**config.mk**
```make
export PLATFORM = sky130hd
export DESIGN_NAME = display_write_sched_flat
export DESIGN_NICKNAME = d
export VERILOG_FILES = /design/src/rtl/display_pkg.sv /design/src/rtl/display_write_sched_if.sv /design/src/rtl/rr_arbiter.sv /design/src/rtl/display_write_sched.sv /design/src/flat_wrapper.sv
export SDC_FILE = /design/constraint.sdc
export NUM_CORES = 1
export LEC_CHECK = 0
export CAP_MARGIN = 20
export CORE_MARGIN = 5
export CORE_UTILIZATION = 48
export CTS_BUF_LIST = sky130_fd_sc_hd__clkbuf_4
export DETAILED_ROUTE_END_ITERATION = 7
export PLACE_DENSITY = 0.82
export SKIP_CTS_REPAIR_TIMING = 1
export SYNTH_ARGS = -nofsm -noshare
export SYNTH_HDL_FRONTEND = slang
export SYNTH_SLANG_ARGS = --single-unit
```
**constraint.sdc**
```tcl
create_clock -name clk -period 3.24 [get_ports clk]
set_clock_uncertainty 0.2 [all_clocks]
set_input_delay 0.648 -clock clk [delete_from_list [all_inputs] [get_ports clk]]
set_output_delay 0.648 -clock clk [all_outputs]
set_load 0.005 [all_outputs]
```
**src/rtl/display_pkg.sv**
```systemverilog
// Shared constants, FSM state type and RAM word packing for the display write scheduler.
package display_pkg;

  localparam int unsigned DIGITS = 8;
  localparam int unsigned ADDR_W = 3;
  localparam int unsigned NIB_W  = 4;
  localparam int unsigned DIN_W  = 6;

  typedef enum logic [1:0] {
    IDLE,
    WRITE,
    DONE
  } state_e;

  // RAM word layout: {enable, nibble, decimal point}
  function automatic logic [DIN_W-1:0] pack_din(input logic en, input logic [NIB_W-1:0] nib,
                                                input logic dp);
    return {en, nib, dp};
  endfunction

endpackage

```
**src/rtl/display_write_sched_if.sv**
```systemverilog
// Requester frames and grants plus the display RAM write port, bundled for the scheduler.
interface display_write_sched_if #(
  parameter int unsigned N_REQ = 2
) ();

  logic [N_REQ-1:0]                  req;
  logic [N_REQ*32-1:0]               frame_data;
  logic [N_REQ*8-1:0]                frame_en;
  logic [N_REQ*8-1:0]                frame_dp;
  logic [N_REQ-1:0]                  ack;
  logic                              busy;
  logic                              done;
  logic                              W;
  logic [display_pkg::ADDR_W-1:0]    WADD;
  logic [display_pkg::DIN_W-1:0]     DIN;

  modport master (
    output req, frame_data, frame_en, frame_dp,
    input  ack, busy, done, W, WADD, DIN
  );

  modport slave (
    input  req, frame_data, frame_en, frame_dp,
    output ack, busy, done, W, WADD, DIN
  );

endinterface

```
**src/rtl/rr_arbiter.sv**
```systemverilog
// Combinational round-robin pick: first set request searching upward from last_grant + 1.
module rr_arbiter #(
  parameter int unsigned N_REQ = 2,
  parameter int unsigned IDX_W = (N_REQ > 1) ? $clog2(N_REQ) : 1
) (
  input  logic [N_REQ-1:0] req,
  input  logic [IDX_W-1:0] last_grant,
  output logic [N_REQ-1:0] grant,
  output logic [IDX_W-1:0] grant_idx
);

  always_comb begin
    int unsigned idx;
    logic        found;
    grant     = '0;
    grant_idx = '0;
    found     = 1'b0;
    idx       = 0;
    for (int unsigned i = 0; i < N_REQ; i++) begin
      idx = (32'(last_grant) + 1 + i) % N_REQ;
      if (!found && req[idx]) begin
        found      = 1'b1;
        grant[idx] = 1'b1;
        grant_idx  = IDX_W'(idx);
      end
    end
  end

endmodule

```
**src/rtl/display_write_sched.sv**
```systemverilog
// Round-robin scheduler that latches one requester's 8-digit frame and streams it into the
// display RAM as descending-address writes.
module display_write_sched
  import display_pkg::*;
#(
  parameter int unsigned N_REQ = 2
) (
  input logic                  clk,
  input logic                  rst,
  display_write_sched_if.slave bus
);

  localparam int unsigned IDX_W = (N_REQ > 1) ? $clog2(N_REQ) : 1;

  state_e                          state_q;
  logic [N_REQ-1:0]                ack_q;
  logic                            busy_q;
  logic                            done_q;
  logic                            w_q;
  logic [ADDR_W-1:0]               wadd_q;
  logic [DIN_W-1:0]                din_q;
  logic [IDX_W-1:0]                last_q;
  logic [ADDR_W-1:0]               cnt_q;
  logic [DIGITS-1:0][NIB_W-1:0]    nib_q;
  logic [DIGITS-1:0]               en_q;
  logic [DIGITS-1:0]               dp_q;

  logic [N_REQ-1:0]                grant;
  logic [IDX_W-1:0]                grant_idx;
  logic [DIGITS*NIB_W-1:0]         sel_data;
  logic [DIGITS-1:0]               sel_en;
  logic [DIGITS-1:0]               sel_dp;

  rr_arbiter #(
    .N_REQ (N_REQ),
    .IDX_W (IDX_W)
  ) u_arb (
    .req        (bus.req),
    .last_grant (last_q),
    .grant      (grant),
    .grant_idx  (grant_idx)
  );

  always_comb begin
    sel_data = '0;
    sel_en   = '0;
    sel_dp   = '0;
    for (int unsigned i = 0; i < N_REQ; i++) begin
      if (grant_idx == IDX_W'(i)) begin
        sel_data = bus.frame_data[32*i +: 32];
        sel_en   = bus.frame_en[8*i +: 8];
        sel_dp   = bus.frame_dp[8*i +: 8];
      end
    end
  end

  always_ff @(posedge clk or posedge rst) begin
    if (rst) begin
      state_q <= IDLE;
      ack_q   <= '0;
      busy_q  <= 1'b0;
      done_q  <= 1'b0;
      w_q     <= 1'b0;
      wadd_q  <= ADDR_W'(DIGITS - 1);
      din_q   <= '0;
      last_q  <= IDX_W'(N_REQ - 1);
      cnt_q   <= ADDR_W'(DIGITS - 1);
      nib_q   <= '0;
      en_q    <= '0;
      dp_q    <= '0;
    end else begin
      unique case (state_q)
        IDLE: begin
          done_q <= 1'b0;
          w_q    <= 1'b0;
          if (|bus.req) begin
            ack_q   <= grant;
            busy_q  <= 1'b1;
            nib_q   <= sel_data;
            en_q    <= sel_en;
            dp_q    <= sel_dp;
            cnt_q   <= ADDR_W'(DIGITS - 1);
            last_q  <= grant_idx;
            state_q <= WRITE;
          end else begin
            ack_q <= '0;
          end
        end
        WRITE: begin
          ack_q  <= '0;
          w_q    <= 1'b1;
          wadd_q <= cnt_q;
          din_q  <= pack_din(en_q[cnt_q], nib_q[cnt_q], dp_q[cnt_q]);
          // Address 0 is the final write; the counter is reloaded on the next grant
          if (cnt_q == '0) begin
            state_q <= DONE;
          end else begin
            cnt_q <= cnt_q - 1'b1;
          end
        end
        DONE: begin
          w_q     <= 1'b0;
          done_q  <= 1'b1;
          busy_q  <= 1'b0;
          state_q <= IDLE;
        end
        default: begin
          state_q <= IDLE;
        end
      endcase
    end
  end

  assign bus.ack  = ack_q;
  assign bus.busy = busy_q;
  assign bus.done = done_q;
  assign bus.W    = w_q;
  assign bus.WADD = wadd_q;
  assign bus.DIN  = din_q;

endmodule

```
**src/flat_wrapper.sv**
```systemverilog
// flat-port wrapper written by rule: the top's interface ports become plain ports
module display_write_sched_flat import display_pkg::*;
#(
  parameter int unsigned N_REQ = 2
)
  (clk, rst, bus_req, bus_frame_data, bus_frame_en, bus_frame_dp, bus_ack, bus_busy, bus_done, bus_W, bus_WADD, bus_DIN);
  display_write_sched_if #(.N_REQ(N_REQ)) bus_i ();
  input logic clk;
  input logic rst;
  input wire logic [$bits(bus_i.req)-1:0] bus_req;
  input wire logic [$bits(bus_i.frame_data)-1:0] bus_frame_data;
  input wire logic [$bits(bus_i.frame_en)-1:0] bus_frame_en;
  input wire logic [$bits(bus_i.frame_dp)-1:0] bus_frame_dp;
  output wire logic [$bits(bus_i.ack)-1:0] bus_ack;
  output wire logic [$bits(bus_i.busy)-1:0] bus_busy;
  output wire logic [$bits(bus_i.done)-1:0] bus_done;
  output wire logic [$bits(bus_i.W)-1:0] bus_W;
  output wire logic [$bits(bus_i.WADD)-1:0] bus_WADD;
  output wire logic [$bits(bus_i.DIN)-1:0] bus_DIN;
  assign bus_i.req = bus_req;
  assign bus_i.frame_data = bus_frame_data;
  assign bus_i.frame_en = bus_frame_en;
  assign bus_i.frame_dp = bus_frame_dp;
  assign bus_ack = bus_i.ack;
  assign bus_busy = bus_i.busy;
  assign bus_done = bus_i.done;
  assign bus_W = bus_i.W;
  assign bus_WADD = bus_i.WADD;
  assign bus_DIN = bus_i.DIN;
  display_write_sched #(.N_REQ(N_REQ)) u_core (.clk(clk), .rst(rst), .bus(bus_i));
endmodule
```
# Word level (Yosys, flattened, before mapping)
# Index checks and enable logic that the tools add are counted.
# word_totals
ff_bits	68
in_bits	100
elab_cells	82
# op_classes
addsub	3
n_lt_le_gt_ge	5
eq_ne	5
muxes	34
bitwise_logic	1
n_reduce_logical	15
# ops
cell	n
$mux 32	1
$mux 8	2
$bmux 4 s3	1
$mux 1	12
$mux 2	5
$pmux 2 s2	2
$bmux 1 s3	2
$mux 3	2
$pmux 1 s2	3
$pmux 3 s2	1
$reduce_and 2->1	3
$reduce_bool 2->1	3
$lt 1x2->1 const B	2
$lt 3x4->1 const B	1
$mux 4	1
$ne 2x1->1 const B	2
$reduce_or 2->1	2
$logic_and 1x1->1	3
$logic_not 3->1	1
$reduce_and 3->1	1
$sub 3x1->3 const B	1
$add 1x1->1 const B	2
$demux 1 s1	2
$eq 2x1->1 const B	1
other kinds (6)	7

# Longest topological paths before layout
# Gate-level depths: netlist of run 1.
# logic_depth
depth_word	10
mapped_depth	7
ltp_nobuf	5

# Cells and area by module
# A second synthesis of run 1 with hierarchy kept.
# unflattened
cells_unflattened	275
area_unflattened_um2	3617.2
# by_module_without_submodules
module	n_inst	cells_per_inst	area_per_inst_um2	seq_area_each_um2
display_write_sched	1	271	3590.9	1710.4
rr_arbiter	1	4	26.3	0.0

# Least setup slack after synthesis of run 1
# No wires, ideal clock.
# synth_timing
path_kind	input-to-reg
startpoint	input port bus_req[1]
endpoint	register u_core.dp_q[6]
arrival_ps	1696
t_required_ps	2915
path_slack_ps	1219
path_stages	5
path_cell_list	a21boi_2 > buf_6 > buf_6 > mux2_4 > mux2_2
# synth_via
elab_chain_cells	7
word_cells_on_any_way	12
cone_classes	mux (8); reduce/logical (4)
# synth_lines
element	line	rtl
from (decl)	flat_wrapper.sv:10	input wire logic [$bits(bus_i.req)-1:0] bus_req;
$mux 1 (implied by the code) (2 in series)	rr_arbiter.sv:21	if (!found && req[idx]) begin
$mux 1	rr_arbiter.sv:21	
$logic_not 1->1	rr_arbiter.sv:21	
$logic_and 1x1->1	rr_arbiter.sv:21	
$mux 1	rr_arbiter.sv:21	
$mux 8	display_write_sched.sv:49	if (grant_idx == IDX_W'(i)) begin
to (signal assigned)	display_write_sched.sv:81	dp_q <= sel_dp;
to (decl)	display_write_sched.sv:26	logic [DIGITS-1:0] dp_q;
# Parallel ways exist; a longest one is shown, timed or not. The select of a mux whose other input is x is not followed.
# A chain may end at the register's enable or synchronous reset.

# Worst setup path after layout of run 1
# layout_timing
startpoint	register u_core.wadd_q[0], in the netlist u_core.bus.WADD[0]
endpoint	output port bus_WADD[0]
# layout_lines
element	line	rtl
from (decl)	display_write_sched.sv:20	logic [ADDR_W-1:0] wadd_q;
from (signal assigned)	display_write_sched.sv:64	wadd_q <= ADDR_W'(DIGITS - 1);
from (signal assigned)	display_write_sched.sv:92	wadd_q <= cnt_q;
to (decl)	flat_wrapper.sv:18	output wire logic [$bits(bus_i.WADD)-1:0] bus_WADD;
# No word-level cell between the ends.

==> metrics.log, run 1 <==
INFO  metric register_area = 1710 um^2
INFO  metric std_cell_rows = 31
INFO  metric worstSetupPathType = register to output port
INFO  metric timing.rr.start = u_core.cnt_q[1]$_DFFE_PP1P_
INFO  metric power.sequential.fraction = 38.0%
INFO  metric i_o_pin_count = 114
INFO  metric critical_path.endpoint_type = output port
INFO  metric crit_family = flip-flops
INFO  metric fillCellCount = 564
INFO  metric fraction_of_synthesis_flops_using_an_asynchronous_set_or_reset_pin = 100%
INFO  metric drtAntennaViolNets = 0
INFO  metric routed_via_density = roughly 5.2
INFO  metric timing_worst_slew_pin_value = 0.781 ns
INFO  metric io_buffer_count = 113
INFO  metric final_cell_count_no_fill = 490
INFO  metric cts_made_buffers = 9
INFO  metric layout.nets = 488
INFO  metric postSynthAreaPerCell = 13.3 um^2
INFO  metric hold_class = register to register
INFO  metric synth_seq_area_share = 47.1%
INFO  metric post-synth-top-count-cell = sky130_fd_sc_hd__mux2_2
INFO  metric antenna_found_initial = 0
INFO  metric place_inst = 474
INFO  metric htree_num_levels = 3
INFO  metric min_period = 2.30 ns
INFO  metric post-synth-top-area-fraction = around 42%
INFO  metric clock_tree.root_cell = sky130_fd_sc_hd__clkbuf_4
INFO  metric synth_top_cells_by_count = 102 x sky130_fd_sc_hd__mux2_2, 61 x sky130_fd_sc_hd__dfrtp_1, 12 x sky130_fd_sc_hd__mux2i_1, 9 x sky130_fd_sc_hd__mux2_4, 9 x sky130_fd_sc_hd__nand2_1
INFO  metric timing.max_cap.violations = 0
INFO  metric yosys_warnings = 0
INFO  metric cp_data_required_time = between 2 and 2.5 ns
INFO  metric crit_buf_inv = 1
INFO  metric report.final.slew_viol_count = 0
INFO  metric first_global_vias = 2838
INFO  metric synth_top_area_cell = sky130_fd_sc_hd__dfrtp_1
INFO  metric synth.top_cells.by_area = sky130_fd_sc_hd__dfrtp_1 42%, sky130_fd_sc_hd__mux2_2 32%, sky130_fd_sc_hd__dfstp_2 5.1%
INFO  metric crit-reg2reg-capture = u_core.bus.DIN[4]$_DFFE_PP0N_
INFO  metric rsz0062_at_grt = no
INFO  metric share_comb_of_total_power = a little over two fifths
INFO  metric critPathMaxStageDelay = about 0.55 ns
INFO  metric critPathMaxFanout = 2
INFO  metric critical_path.startpoint_type = register
INFO  metric timing.critical_path.arrival = between 1 and 1.5 ns
INFO  metric peak_supply_drop = about 0.00035 V
INFO  metric remaining_drc_errors = 0
INFO  metric p_switching = 1.28 mW
INFO  metric postSynthCellCount = 273
INFO  metric min_delay_path_depth = 2
INFO  metric syn-cell-area = 3630 um^2
INFO  metric antenna_cells_inserted = 0
INFO  metric floorplan.die.height = 97.0 um
INFO  metric worst_r2r_path_depth = 4
INFO  metric die-width = 97.0 um
INFO  metric grt_start_max_net_pins = 50
INFO  metric design.core.area = 7290 um^2
INFO  metric timing.hold.worst.start = u_core.bus.WADD[0]$_DFFE_PP1N_
INFO  metric syn-num-nets = 375
INFO  metric number_of_flops_mapped_to_enable_cells_by_yosys = 0
INFO  metric global_route.overflow_total = 0
INFO  metric crit_path_cell_trace = clkdlybuf4s50_1
INFO  metric vias = 2552
INFO  metric status = complete, no violations
INFO  metric clock_tree_from_tritoncts = built
INFO  metric netlist-cell-type-count = 30
INFO  metric power.share.switching = about 31%
INFO  metric reg2reg_slack = 1.23 ns
INFO  metric wl_per_cell = 16.4 um
INFO  metric maxClockFrequency = 0.435 GHz
INFO  metric clock_latency = 0.41 ns
INFO  metric fp.dieArea = about 9400 um^2
INFO  metric grt_util_all_layers = 17.5%
INFO  metric relSlewSlack = 47.9%
INFO  metric cts.sink_count = 68
INFO  metric syn2layout_area_growth = 39.5%
INFO  metric timing.setup.tns = 0 ns
INFO  metric finalSetupViolations = 0
INFO  metric synth-seq-cells = a little under 70
INFO  metric power-per-cell-area = approximately 820 nW/um^2
INFO  metric hold_path_end = u_core.bus.WADD[0]$_DFFE_PP1N_
INFO  metric final_layout_size_suffix_gt1_share = between 30% and 40%
INFO  metric internal-power = 2.86 mW
INFO  metric globalplace.congestion = 0.772
INFO  metric grt_first_pass_wirelength = 13.6 mm
INFO  metric drtPass1Iterations = 4
INFO  metric cpMaxStageDelayCell = sky130_fd_sc_hd__dfstp_2
INFO  metric clock_power_share = 19.3%
INFO  metric clk_transition_reported_paths = 0.11 ns
INFO  metric timing_hold_violations_final = 0
INFO  metric finalCritPeriodShare = 71.0%
INFO  metric drtIter0Drc = 89
INFO  metric cellLeakagePower = 2.10 nW
INFO  metric synth_flop_cell = sky130_fd_sc_hd__dfrtp_1
INFO  metric clock_path_buffers = 2
INFO  metric detailed_place_hpwl = 6.06 mm
INFO  metric wirelength = around 8 mm
INFO  metric multi_input_comb_area = 1800 um^2
INFO  metric start_util = between 40% and 50%
==> worst register-to-register path: stages, from the launching register on <==
cell                      delay (ns)
sky130_fd_sc_hd__dfstp_2        0.70
sky130_fd_sc_hd__buf_4          0.34
sky130_fd_sc_hd__mux2_2         0.39
sky130_fd_sc_hd__o22ai_1        0.16
sky130_fd_sc_hd__o31ai_1        0.09
==> kinds of logic after synthesis <==
logic type | synth area share [%]
fa+ha+maj | 0.689
flops | 47.1
simple gates | 3.89
compound gates | 6.06
mux | 38.6
buf+inv | 3.62
==> flip-flops by register name, summed over array words and instances, names as in the netlist <==
| name | count |
|---|---|
| u_core.bus.DIN | 6 |
| u_core.bus.W | 1 |
| u_core.bus.WADD | 3 |
| u_core.bus.ack | 2 |
| u_core.bus.busy | 1 |
| u_core.bus.done | 1 |
| u_core.cnt_q | 3 |
| u_core.dp_q | 8 |
| u_core.en_q | 8 |
| u_core.last_q | 1 |
| u_core.nib_q | 32 |
| u_core.state_q | 2 |
==> power groups by stage <==
| stage | logic [mW] | clock network [mW] | registers, mW |
|---|---|---|---|
| after floorplan | 1.32 | 0 | 1.49 |
| after global placement | 1.73 | 0 | 1.57 |
| after detailed placement | 1.78 | 0 | 1.60 |
| after CTS | 1.80 | 0.812 | 1.58 |
| after global routing | 1.94 | 0.846 | 1.63 |
| final | 1.77 | 0.799 | 1.58 |
==> layout by cell type, fill, tap and decap left out, drive strengths merged, types with 2 or more instances in the layout <==
master and instances:
mux2i 12, dfstp 7, clkbuf 9, nor2 6, clkdlybuf4s50 113, o22ai 7, nand2b 6, buf 5
dfrtp 61, o21ai 3, bufinv 4, nand2 9, a22o 7, inv 8, a21oi 2, o31ai 6
nor2b 3, ha 2, mux2 111
==> how the worst max path moves through the flow <==
stage / start / endpoint / depth (start not counted)
3_5_place_dp: bus_req[1] / u_core.nib_q[8]$_DFFE_PP0P_ / 5
5_1_grt: u_core.bus.WADD[0]$_DFFE_PP1N_ / bus_WADD[0] / 1
3_3_place_gp: bus_req[1] / u_core.nib_q[27]$_DFFE_PP0P_ / 5
2_1_floorplan: rst / u_core.bus.DIN[0]$_DFFE_PP0N_ / 1
4_1_cts: u_core.bus.WADD[0]$_DFFE_PP1N_ / bus_WADD[0] / 1
6_report: u_core.bus.WADD[0]$_DFFE_PP1N_ / bus_WADD[0] / 1
==> per-layer routing <==
| metal | GRT usage, % | wire length, um |
|---|---|---|
| met4 | 4.21 | 82 |
| met3 | 3.81 | 346 |
| met1 | 22.5 | 3550 |
| met5 | 0 | 0 |
| met2 | 30.0 | 4070 |
==> through the flow <==
stage	setup slack, ns	cell area [um^2]	util, %	total power, mW	hold slack (ns)
2_1_floorplan	0.692	3630	-	2.81	0.268
3_3_place_gp	0.602	4850	66.6	3.31	0.262
3_5_place_dp	0.567	4850	66.6	3.38	0.269
4_1_cts	0.916	5070	69.5	4.19	0.295
5_1_grt	0.887	5070	69.5	4.41	0.319
6_report	0.941	5070	69.5	4.14	0.292
==> area by class of cell <==
cell class / instances / area share, %
well taps: 99 / 2.44
multi-input cells: 183 / 35.6
flip-flops and latches: 68 / 33.8
clock inverters: 7 / 2.89
clock buffers: 9 / 1.33
repair buffers: 118 / 23.6
inverters: 6 / 0.444
Power figures use the tool's default switching activity.
==> run 2: changes to the inputs <==
Settings changed: CORE_UTILIZATION 48 to 44, PLACE_DENSITY 0.82 to 0.79.
Clock period 3.24 ns to 2 ns, I/O delays scaled along.
==> metrics.log, run 2 (same netlist as run 1, synthesis figures left out) <==
INFO  metric min_period = 1.93 ns
INFO  metric clock_tree.root_cell = sky130_fd_sc_hd__clkbuf_4
INFO  metric crit_buf_inv = 2
INFO  metric floorplan.die.height = 101 um
INFO  metric registers.top_by_ff_count = u_core.nib_q
INFO  metric finalCritPeriodShare = 96.3%
INFO  metric finalSetupViolations = 0
INFO  metric timing.max_cap.violations = 0
INFO  metric globalplace.congestion = 0.758
INFO  metric critPathMaxFanout = 32
INFO  metric layout_commonest_cell = sky130_fd_sc_hd__clkdlybuf4s50_1
INFO  metric cts.sink_count = 68
INFO  metric largestRegisters = u_core.nib_q x32, u_core.dp_q x8, u_core.en_q x8
INFO  metric largest_register_ff_count = 32
INFO  metric cpMaxStageDelayCell = sky130_fd_sc_hd__clkdlybuf4s50_1
INFO  metric relSlewSlack = 65.2%
INFO  metric drtIter0Drc = 109
INFO  metric clk_transition_reported_paths = 0.11 ns
INFO  metric htree_num_levels = 3
INFO  metric worst_r2r_path_depth = 4
INFO  metric final_cell_mix = 110 x sky130_fd_sc_hd__clkdlybuf4s50_1, 102 x sky130_fd_sc_hd__mux2_2, 61 x sky130_fd_sc_hd__dfrtp_1
INFO  metric antenna_found_initial = 0
INFO  metric wirelength = between 8 and 9 mm
INFO  metric peak_supply_drop = 0.000508 V
INFO  metric critical_path.endpoint_type = register
INFO  metric cellLeakagePower = 2.15 nW
INFO  metric cts_made_buffers = 9
INFO  metric cp_data_required_time = 2.08 ns
INFO  metric global_route.overflow_total = 0
INFO  metric hold_class = input pin to asynchronous set/reset pin
INFO  metric multi_input_comb_area = 1800 um^2
INFO  metric clock_tree_from_tritoncts = built
INFO  metric reg2reg_slack = 0.12 ns
INFO  metric std_cell_rows = 33
INFO  metric critical_path.startpoint_type = input pin
INFO  metric i_o_pin_count = between 100 and 150
INFO  metric clock_latency = 0.40 ns
INFO  metric wl_per_cell = between 15 and 20 um
INFO  metric critPathLaunch = bus_req[1]
INFO  metric remaining_drc_errors = 0
INFO  metric grt_util_all_layers = approximately 17%
INFO  metric critPathMaxStageDelay = 0.48 ns
INFO  metric design.core.area = around 8000 um^2
INFO  metric maxClockFrequency = 0.519 GHz
INFO  metric cp_common_cell = sky130_fd_sc_hd__mux2_2
INFO  metric critPathCapture = u_core.nib_q[19]$_DFFE_PP0P_
INFO  metric report.final.slew_viol_count = 0
INFO  metric first_global_vias = ~2800
INFO  metric start_util = 44.7%
INFO  metric place_inst = 490
INFO  metric crit-reg2reg-capture = u_core.nib_q[23]$_DFFE_PP0P_
INFO  metric timing_hold_violations_final = 0
INFO  metric drtPass1Iterations = 4
INFO  metric grt_start_max_net_pins = 36
INFO  metric crit_family = buffers and inverters
INFO  metric register_area = 1710 um^2
INFO  metric final_cell_count_no_fill = ~500
INFO  metric detailed_place_hpwl = approximately 6.4 mm
INFO  metric crit_path_cell_trace = clkdlybuf4s50_1, a21boi_4, buf_12, mux2_2, mux2_2
INFO  metric grt_first_pass_wirelength = 13.3 mm
INFO  metric worstSetupPathType = input pin to register
INFO  metric timing.rr.start = u_core.state_q[0]$_DFFE_PP0P_
INFO  metric drtAntennaViolNets = 0
INFO  metric timing.critical_path.arrival = 2.01 ns
INFO  metric clock_path_buffers = 2
INFO  metric cp.depth = 5
INFO  metric fp.dieArea = 10200 um^2
INFO  metric fin_worst_hold_slack = 0.0847 ns
INFO  metric antenna_cells_inserted = 0
INFO  metric layout.nets = 499
INFO  metric die-width = slightly above 100 um
INFO  metric status = complete, no violations
INFO  metric timing_worst_slew_pin_value = 0.520 ns
INFO  metric io_buffer_count = 113
INFO  metric vias = 2630
INFO  metric final_layout_size_suffix_gt1_share = 38.2%
INFO  metric power-per-cell-area = roughly 1200 nW/um^2
INFO  metric rsz0062_at_grt = no
INFO  metric routed_via_density = 5.20
INFO  metric syn2layout_area_growth = 41.0%
INFO  metric fillCellCount = between 600 and 700
run 2: cell types whose count changed in the layout (fill, tap and decap cells not counted), sizes merged, moves of 2 or more:
| cell | change |
|---|---|
| clkdlybuf4s50 | -3 |
| buf | +11 |
| clkinv | +2 |
| dlymetal6s2s | +3 |
| clkbuf | +3 |
| inv | -3 |
| bufinv | -4 |
run 2: area by class of cell:
type	count	area share (%)
clock buffers	12	1.76
flip-flops and latches	68	33.4
well taps	105	2.56
clock inverters	3	0.293
inverters	6	0.513
repair buffers	129	26.3
multi-input cells	183	35.2
run 2: worst min path at each step:
stage,to,slack [ns],cells past startpoint,start
final,u_core.en_q[7]$_DFFE_PP0P_,0.08,2,rst
after global routing,u_core.bus.ack[1]$_DFFE_PP0P_,0.09,2,rst
after CTS,u_core.en_q[7]$_DFFE_PP0P_,0.07,2,rst
after detailed placement,u_core.bus.DIN[0]$_DFFE_PP0N_,0.27,2,u_core.bus.DIN[0]$_DFFE_PP0N_
after global placement,u_core.bus.DIN[0]$_DFFE_PP0N_,0.26,2,u_core.bus.DIN[0]$_DFFE_PP0N_
after floorplan,u_core.bus.WADD[0]$_DFFE_PP1N_,0.27,2,u_core.bus.WADD[0]$_DFFE_PP1N_
run 2: report_power, final:
part / switching (mW) / total (mW) / leakage, nW / internal (mW)
registers: 0.409 / 2.53 / 0.794 / 2.12
logic: 1.21 / 3.10 / 1.29 / 1.88
clock network: 0.451 / 0.737 / 0.0669 / 0.286
total: 2.07 / 6.36 / 2.15 / 4.29
run 2: through the flow:
step                power (mW)  area, um^2  TNS, ns  worst slack [ns]  utilization [%]
detailed placement        5.67        5000   -13.96            -0.326             61.5
floorplan                 4.56        3640        0            0.0364                -
global route              6.82        5120        0            0.0389             63.0
global placement          5.52        5000   -13.26            -0.311             61.5
CTS                       6.42        5110   -0.223           -0.0824             62.8
finish                    6.36        5120        0            0.0730             63.0
run 2: layer usage:
metal | vias to the layer above | routed length (um) | global-route usage, %
met3 | 11 | 526 | 3.74
met2 | 77 | 4170 | 28.2
met4 | 0 | 107 | 6.11
li1 | 1251 | - | -
met5 | - | 0 | 0
met1 | 1291 | 3440 | 21.2
